--- src/rtl/mem_access_unit.sv ---
// Load/store unit between the EX/MEM stage and a single-beat word bus (IDLE/BUSY/DONE).
// Optional build macro MEM_MISALIGN_TRAP_EN traps misaligned half/word accesses without touching the bus.
module mem_access_unit #(
  parameter int BITS_SIZE = 32,
  parameter int TIMEOUT   = 16
) (
  input  logic                 i_clk,
  input  logic                 i_reset,
  input  logic                 i_step,
  input  logic                 i_mem_read,
  input  logic                 i_mem_write,
  input  logic [1:0]           i_datamem_size,
  input  logic                 i_zero_extend,
  input  logic [BITS_SIZE-1:0] i_alu,
  input  logic [BITS_SIZE-1:0] i_register_2,
  output logic                 o_bus_req,
  output logic                 o_bus_we,
  output logic [BITS_SIZE-1:0] o_bus_addr,
  output logic [3:0]           o_bus_be,
  output logic [BITS_SIZE-1:0] o_bus_wdata,
  input  logic                 i_bus_ack,
  input  logic [BITS_SIZE-1:0] i_bus_rdata,
  output logic                 o_stall,
  output logic [BITS_SIZE-1:0] o_load_data,
  output logic                 o_load_valid,
  output logic                 o_bus_error,
  output logic                 o_misaligned
);

  typedef enum logic [1:0] {IDLE = 2'd0, BUSY = 2'd1, DONE = 2'd2} state_t;

  state_t                 state, state_nxt;
  logic                   access, misalign, timeout_hit;
  logic [7:0]             wait_cnt;
  logic [BITS_SIZE-1:0]   addr_p0, wdata_p0;
  logic [3:0]             be_p0;
  logic                   we_p0, zext_p0;
  logic [1:0]             size_p0, lane_p0;
  logic [BITS_SIZE-1:0]   load_data_p1;
  logic                   vld_p1, err_p1;

  function automatic logic [3:0] byte_enable(input logic [1:0] size, input logic [1:0] lane);
    case (size)
      2'b00:   byte_enable = 4'b0001 << lane;
      2'b01:   byte_enable = lane[1] ? 4'b1100 : 4'b0011;
      default: byte_enable = 4'b1111;
    endcase
  endfunction

  function automatic logic [BITS_SIZE-1:0] store_data(input logic [1:0] size,
                                                      input logic [BITS_SIZE-1:0] data);
    case (size)
      2'b00:   store_data = {4{data[7:0]}};
      2'b01:   store_data = {2{data[15:0]}};
      default: store_data = data;
    endcase
  endfunction

  function automatic logic [BITS_SIZE-1:0] load_extend(input logic [1:0] size, input logic [1:0] lane,
                                                       input logic zext, input logic [BITS_SIZE-1:0] word);
    logic signed [7:0]  b;
    logic signed [15:0] h;
    b = word[{lane, 3'b000} +: 8];
    h = lane[1] ? word[31:16] : word[15:0];
    case (size)
      2'b00:   load_extend = zext ? BITS_SIZE'($unsigned(b)) : BITS_SIZE'(b);
      2'b01:   load_extend = zext ? BITS_SIZE'($unsigned(h)) : BITS_SIZE'(h);
      default: load_extend = word;
    endcase
  endfunction

  assign access = i_step & (i_mem_read | i_mem_write);

`ifdef MEM_MISALIGN_TRAP_EN
  logic mis_p1;

  assign misalign = ((i_datamem_size == 2'b01) && i_alu[0]) ||
                    (i_datamem_size[1] && (i_alu[1:0] != 2'b00));

  always_ff @(posedge i_clk or negedge i_reset) begin
    if (!i_reset) mis_p1 <= 1'b0;
    else          mis_p1 <= (state == IDLE) && access && misalign;
  end

  assign o_misaligned = mis_p1;
`else
  assign misalign     = 1'b0;
  assign o_misaligned = 1'b0;
`endif

  // Counter value after this BUSY cycle reaches the limit: give up on the bus.
  assign timeout_hit = !i_bus_ack && ((wait_cnt + 8'd1) == 8'(TIMEOUT));

  always_comb begin
    state_nxt = state;
    o_stall   = 1'b0;
    case (state)
      IDLE: if (access) begin
        o_stall   = 1'b1;
        state_nxt = misalign ? DONE : BUSY;
      end
      BUSY: begin
        o_stall = 1'b1;
        if (i_bus_ack || timeout_hit) state_nxt = DONE;
      end
      DONE:    state_nxt = IDLE;
      default: state_nxt = IDLE;
    endcase
  end

  // Stage p0: request captured on BUSY entry, held steady for the whole bus wait.
  always_ff @(posedge i_clk) begin
    if (state == IDLE && access) begin
      addr_p0  <= {i_alu[BITS_SIZE-1:2], 2'b00};
      lane_p0  <= i_alu[1:0];
      size_p0  <= i_datamem_size;
      zext_p0  <= i_zero_extend;
      we_p0    <= i_mem_write;
      be_p0    <= byte_enable(i_datamem_size, i_alu[1:0]);
      wdata_p0 <= store_data(i_datamem_size, i_register_2);
    end
  end

  // Stage p1: completion result and one-cycle DONE pulses.
  always_ff @(posedge i_clk or negedge i_reset) begin
    if (!i_reset) begin
      state        <= IDLE;
      wait_cnt     <= 8'd0;
      load_data_p1 <= '0;
      vld_p1       <= 1'b0;
      err_p1       <= 1'b0;
    end else begin
      state  <= state_nxt;
      vld_p1 <= 1'b0;
      err_p1 <= 1'b0;
      case (state)
        IDLE: begin
          wait_cnt <= 8'd0;
          if (access && misalign) load_data_p1 <= '0;
        end
        BUSY: begin
          if (i_bus_ack) begin
            if (!we_p0) begin
              load_data_p1 <= load_extend(size_p0, lane_p0, zext_p0, i_bus_rdata);
              vld_p1       <= 1'b1;
            end
          end else begin
            wait_cnt <= wait_cnt + 8'd1;
            if (timeout_hit) begin
              err_p1       <= 1'b1;
              load_data_p1 <= '0;
            end
          end
        end
        default: wait_cnt <= 8'd0;
      endcase
    end
  end

  assign o_bus_req    = (state == BUSY);
  assign o_bus_we     = o_bus_req & we_p0;
  assign o_bus_be     = o_bus_req ? be_p0 : 4'b0000;
  assign o_bus_addr   = addr_p0;
  assign o_bus_wdata  = wdata_p0;
  assign o_load_data  = load_data_p1;
  assign o_load_valid = vld_p1;
  assign o_bus_error  = err_p1;

endmodule

--- config.mk ---
export PLATFORM = sky130hd
export DESIGN_NAME = mem_access_unit
export DESIGN_NICKNAME = d
export VERILOG_FILES = /design/src/rtl/mem_access_unit.sv
export SDC_FILE = /design/constraint.sdc
export NUM_CORES = 1
export LEC_CHECK = 0
export ABC_AREA = 1
export CAP_MARGIN = 0
export CORE_AREA = 2 2 114 116
export CTS_CLUSTER_SIZE = 28
export DETAILED_ROUTE_END_ITERATION = 8
export DIE_AREA = 0 0 116 118
export DONT_BUFFER_PORTS = 1
export GPL_ROUTABILITY_DRIVEN = 0
export SETUP_SLACK_MARGIN = 0.2
export SYNTH_ARGS = -nofsm -noshare
export SYNTH_HDL_FRONTEND = slang
export SYNTH_SLANG_ARGS = --single-unit
--- constraint.sdc ---
create_clock -name i_clk -period 10.55 [get_ports i_clk]
set_input_delay 1.055 -clock i_clk [delete_from_list [all_inputs] [get_ports i_clk]]
set_output_delay 1.055 -clock i_clk [all_outputs]
set_load 0.05 [all_outputs]
# ---- Yosys cells after proc, flatten, opt, wreduce, memory -nomap -nowiden
# Index checks and enable logic that the tools add are counted.
dict set report totals {
  ff_bits 116
  latch_bits 0
  mem_bits_rw 0
  romBits 0
  word_cells 60
  mem_count 0
}
dict set report op_classes {
  add_sub_neg 1
  n_mul 0
  n_div 0
  n_lt_le_gt_ge 0
  n_eq_ne 8
  shift 2
  n_mux 24
  bitwise 3
  reduce_logical 10
}
# operator n
set ops {}
lappend ops {{2-to-1 mux 32 bit} 5}
lappend ops {{one-hot mux 32 bit (2 select lines)} 2}
lappend ops {{indexed part select 32 x 6 -> 8 bit} 1}
lappend ops {{2-to-1 mux 16 bit} 1}
lappend ops {{2-to-1 mux 8 bit} 2}
lappend ops {{adder 8 x 1 -> 8 bit (second input constant)} 1}
lappend ops {{equality test 8 x 5 -> 1 bit (second input constant)} 1}
lappend ops {{2-to-1 mux 4 bit} 2}
lappend ops {{one-hot mux 4 bit (2 select lines)} 1}
lappend ops {{2-to-1 mux 1 bit} 7}
lappend ops {{equality test 2 x 1 -> 1 bit (second input constant)} 3}
lappend ops {{zero test 2 bit} 3}
lappend ops {{!= test 2 bit (second input constant)} 3}
lappend ops {{2-to-1 mux 2 bit} 2}
lappend ops {{one-hot mux 2 bit (2 select lines)} 1}
lappend ops {{<< shifter 1 x 2 -> 4 bit (first input constant)} 1}
lappend ops {{AND reduction 3 bit} 1}
lappend ops {{bitwise AND 1 bit} 2}
lappend ops {{logical AND 1 bit} 2}
lappend ops {{!= test 2 x 1 -> 1 bit (second input constant)} 1}
lappend ops {{one-hot mux 1 bit (2 select lines)} 1}
lappend ops {{AND reduction 2 bit} 1}
lappend ops {{nonzero test 2 bit} 1}
lappend ops {{zero test 1 bit} 1}
lappend ops {{2 further kinds} 2}

# ---- Depth between registers and ports, before layout
dict set report logic_depth {
  depth_word 6
  ltp_mapped 13
  depth_no_buf 11
}

# ---- Least setup slack after synthesis
# Ideal clock, no wire load.
dict set report synth_path {
  path_kind {input port to output port}
  from {in i_mem_write}
  to {out o_stall}
  arrival_ns 4.906
  slack_ns 4.589
  stages 4
  path_buffers 0
  cell_sequence {o21ai_0 nor2_1 inv_1 nand2_1}
}
dict set report synth_via {
  elab_chain_cells 4
}
# item line_no
set synth_rtl {}
lappend synth_rtl {{start, declared} 11} ;# input logic i_mem_write,
lappend synth_rtl {{OR 1 bit} 72} ;# assign access = i_step & (i_mem_read | i_mem_write);
lappend synth_rtl {{bitwise AND 1 bit} 72}
lappend synth_rtl {{2-to-1 mux 1 bit} 98} ;# IDLE: if (access) begin
lappend synth_rtl {{one-hot mux 1 bit (2 select lines)} 97} ;# case (state)
lappend synth_rtl {{end, declared} 23} ;# output logic o_stall,
# No other way between the ends.

# ---- Worst setup path in the final report
# Ends and elaborated chain as after synthesis.

==> impl_metrics.yaml <==
power_and_ir_drop:
  cellLeakagePower_uw: 0.00287
  power_density_nw_per_um2: 252
  finalPower_uw: 1540
  ir_drop_mv: 0.118
hold_path:
  min_path_type: "in -> async"
drt:
  drt_pass1_iterations: 4
  avgRoutedWirePerCell_um: 16.2
  drt_wl_total_um: 12800
  drc: 0
  route.vias.total: 3956
  drt.antenna.violating_nets: 0
  drt-initial-drc-count: 191
  viasPerCell: 5.00
clocking:
  root_buffer: "clkbuf_16"
  insertion_delay_ns: 0.41
  ctsHtreeMaxLevel: 4
  cts_tree: "yes"
  cts_resized: 0
  clk_pin_slew_ns: 0.06
  ctsHoldBuffers: 0
  post_cts_buffers: 0
  cts_buffers: 17
  clock_path_buffers: 2
  clock_sinks: 116
yosys:
  synth_top_cell_by_area: "edfxtp_1"
  yosysSeqAreaShare_pct: 59.7
  yosysWarnings: 0
  syn_area_per_cell_um2: 8.94
  syn_inst: 611
  yosys-top-cells-area: "edfxtp_1, dfrtp_1, nand2_1, inv_1, nand3_1"
  yosysUniqueCellTypes: 30
  synth_area_um2: 5460
  synth_top_area_share_pct: 39.6
  ys_seq_elements: 116
final_layout:
  fill_cells: 1222
  diodes: 0
  layout.nets: 713
  post-route-util_pct: 49.2
  area_growth_pct: 11.8
  drive_gt1_share_pct: 8.72
timing:
  fin_worst_skew_ns: 0.00638
  tightest_slew_ns: 0.930
  max-slew-margin-rel_pct: 37.8
  period_needed_ns: 3.56
  whs_ns: 0.335
  clock.fmax_mhz: 281
  finalCritPeriodShare_pct: 33.7
  slew_violations: 0
  finalHoldViolations: 0
  finalSetupViolCount: 0
  rsz0062_at_grt: "no"
  tns_ns: 0
global_routing:
  track_usage_pct: 19.4
  grt_max_degree: 74
  antenna_found_initial: 0
  grt_pass1_vias: 3888
  met1_usage_pct: 21.5
  use_met2_pct: 31.0
  met3_usage_pct: 9.99
  top_usage_layer: "met2"
  grt_overflow: 0
  grt_pass1_wl_um: 20000
placed_design:
  hpwl_um: 9290
  portBuffers: 0
die:
  core_area_um2: 12400
  die_w_um: 116
  die_h_um: 118
  rows: 41
  initial_utilization_pct: 44.0
  die_area_um2: 13700
  top_level_ports: 211
worst_setup_path:
  worst_setup_path_start_kind: "primary input"
  cp.arrival_ns: 2.50
  worstReg2RegStart: "state[1]"
  crit_chain: "o21ai_0 > nor2_4 > buf_4 > inv_1 > nand2_1"
  cp_max_fo: 73
  critical_path_class: "in -> out"
  worst_ep_required_time_ns: 9.50
  rrSetupSlack_ns: 7.87
  reg2reg_to: "o_load_data[25]"
  cp_slowest_cell: "buf_4"
  crit_family: "buffers and inverters"
  r2r_cells: 7
  path_buf_inv: 2
  endpoint_kind: "output port"
  max_stage_delay_ns: 0.68
job:
  cap_viol_max_count: 0
run_status:
  outcome: "finished, final reports clean"
registers in the layout (all words and copies together), names as in the netlist:
name	flops
o_bus_addr	30
o_bus_wdata	32
o_bus_error	1
we_p0	1
o_load_valid	1
size_p0	2
lane_p0	2
state	2
zext_p0	1
wait_cnt	8
o_load_data	32
be_p0	4
logic make-up after synthesis:
logic type	Yosys count	share of synthesized area (%)
buffers and inverters	111	8.80
adders and majority gates	2	0.458
other	1	0.0686
AOI/OAI and AO/OA	65	6.71
and+or+nand+nor	316	24.2
DFF	116	59.7
worst max-delay path by stage:
stage	start	endpoint	slack [ns]	depth (start not counted)
6_report	i_mem_write	o_stall	6.99	5
5_1_grt	i_mem_write	o_stall	6.84	5
4_1_cts	i_mem_write	o_stall	6.95	5
3_5_place_dp	i_mem_write	o_stall	6.96	5
3_3_place_gp	i_mem_write	o_stall	6.99	5
2_1_floorplan	i_mem_write	o_stall	4.59	4
stage by stage:
stage	cell area, um^2	setup WS (ns)	instances
4_1_cts	6110	6.95	791
3_5_place_dp	5540	6.96	759
5_1_grt	6110	6.84	791
2_1_floorplan	5470	4.59	613
6_report	6110	6.99	791
3_3_place_gp	5540	6.99	759
Yosys cell counts:
library cell	number
or2_2	2
nor2_2	7
buf_6	4
ha_1	2
inv_1	77
a22o_1	1
nand2_2	1
o21ai_0	29
or2_1	6
o211ai_1	14
clkbuf_1	8
conb_1	1
buf_2	7
inv_2	6
nand4_1	2
nand2_1	194
edfxtp_1	72
nor2_1	53
inv_4	1
nand3_4	1
a21oi_1	18
nand3_2	2
buf_4	3
nand3_1	47
o21a_1	1
nand2_4	1
o21ai_1	2
buf_1	4
dfrtp_1	44
buf_8	1
cells in the final DEF (no fill, tap or decap), drive strengths merged:
cell type,Yosys,layout
a21oi,18,18
a22o,1,1
buf,19,1
bufinv,0,1
clkbuf,8,18
clkinv,0,3
clkinvlp,0,3
conb,1,3
dfrtp,44,44
edfxtp,72,72
ha,2,2
inv,84,91
nand2,196,196
nand3,50,50
nand4,2,2
nor2,60,60
o211ai,14,14
o21a,1,1
o21ai,31,31
or2,8,8
worst reg2reg max path, delay by kind of cell, from the launching register on:
family	cells	cell delay, ns
AND/OR/NAND/NOR	6	1.99
flip-flops	1	0.38
buffers and inverters	1	0.26
metal layers:
layer	up-vias	share of wire, %
met1	1821	37
met2	169	49
met3	20	12
li1	1946	-
met4	0	2.0
met5	-	0
power by group:
part           switching (uW)  internal (uW)
Sequential                275            564
Clock                     219            330
Combinational             105           47.0
Total                     600            941
final cells by class:
class	instances	area, um^2	area share, %
Clock buffer	18	429	7.02
Clock inverter	14	143	2.33
Inverter	84	318	5.20
Multi-Input combinational cell	386	1730	28.4
Sequential cell	116	3260	53.4
Tap cell	172	215	3.52
Timing Repair Buffer	1	7.51	0.123
Note: power is estimated with default switching activity, not from simulation.
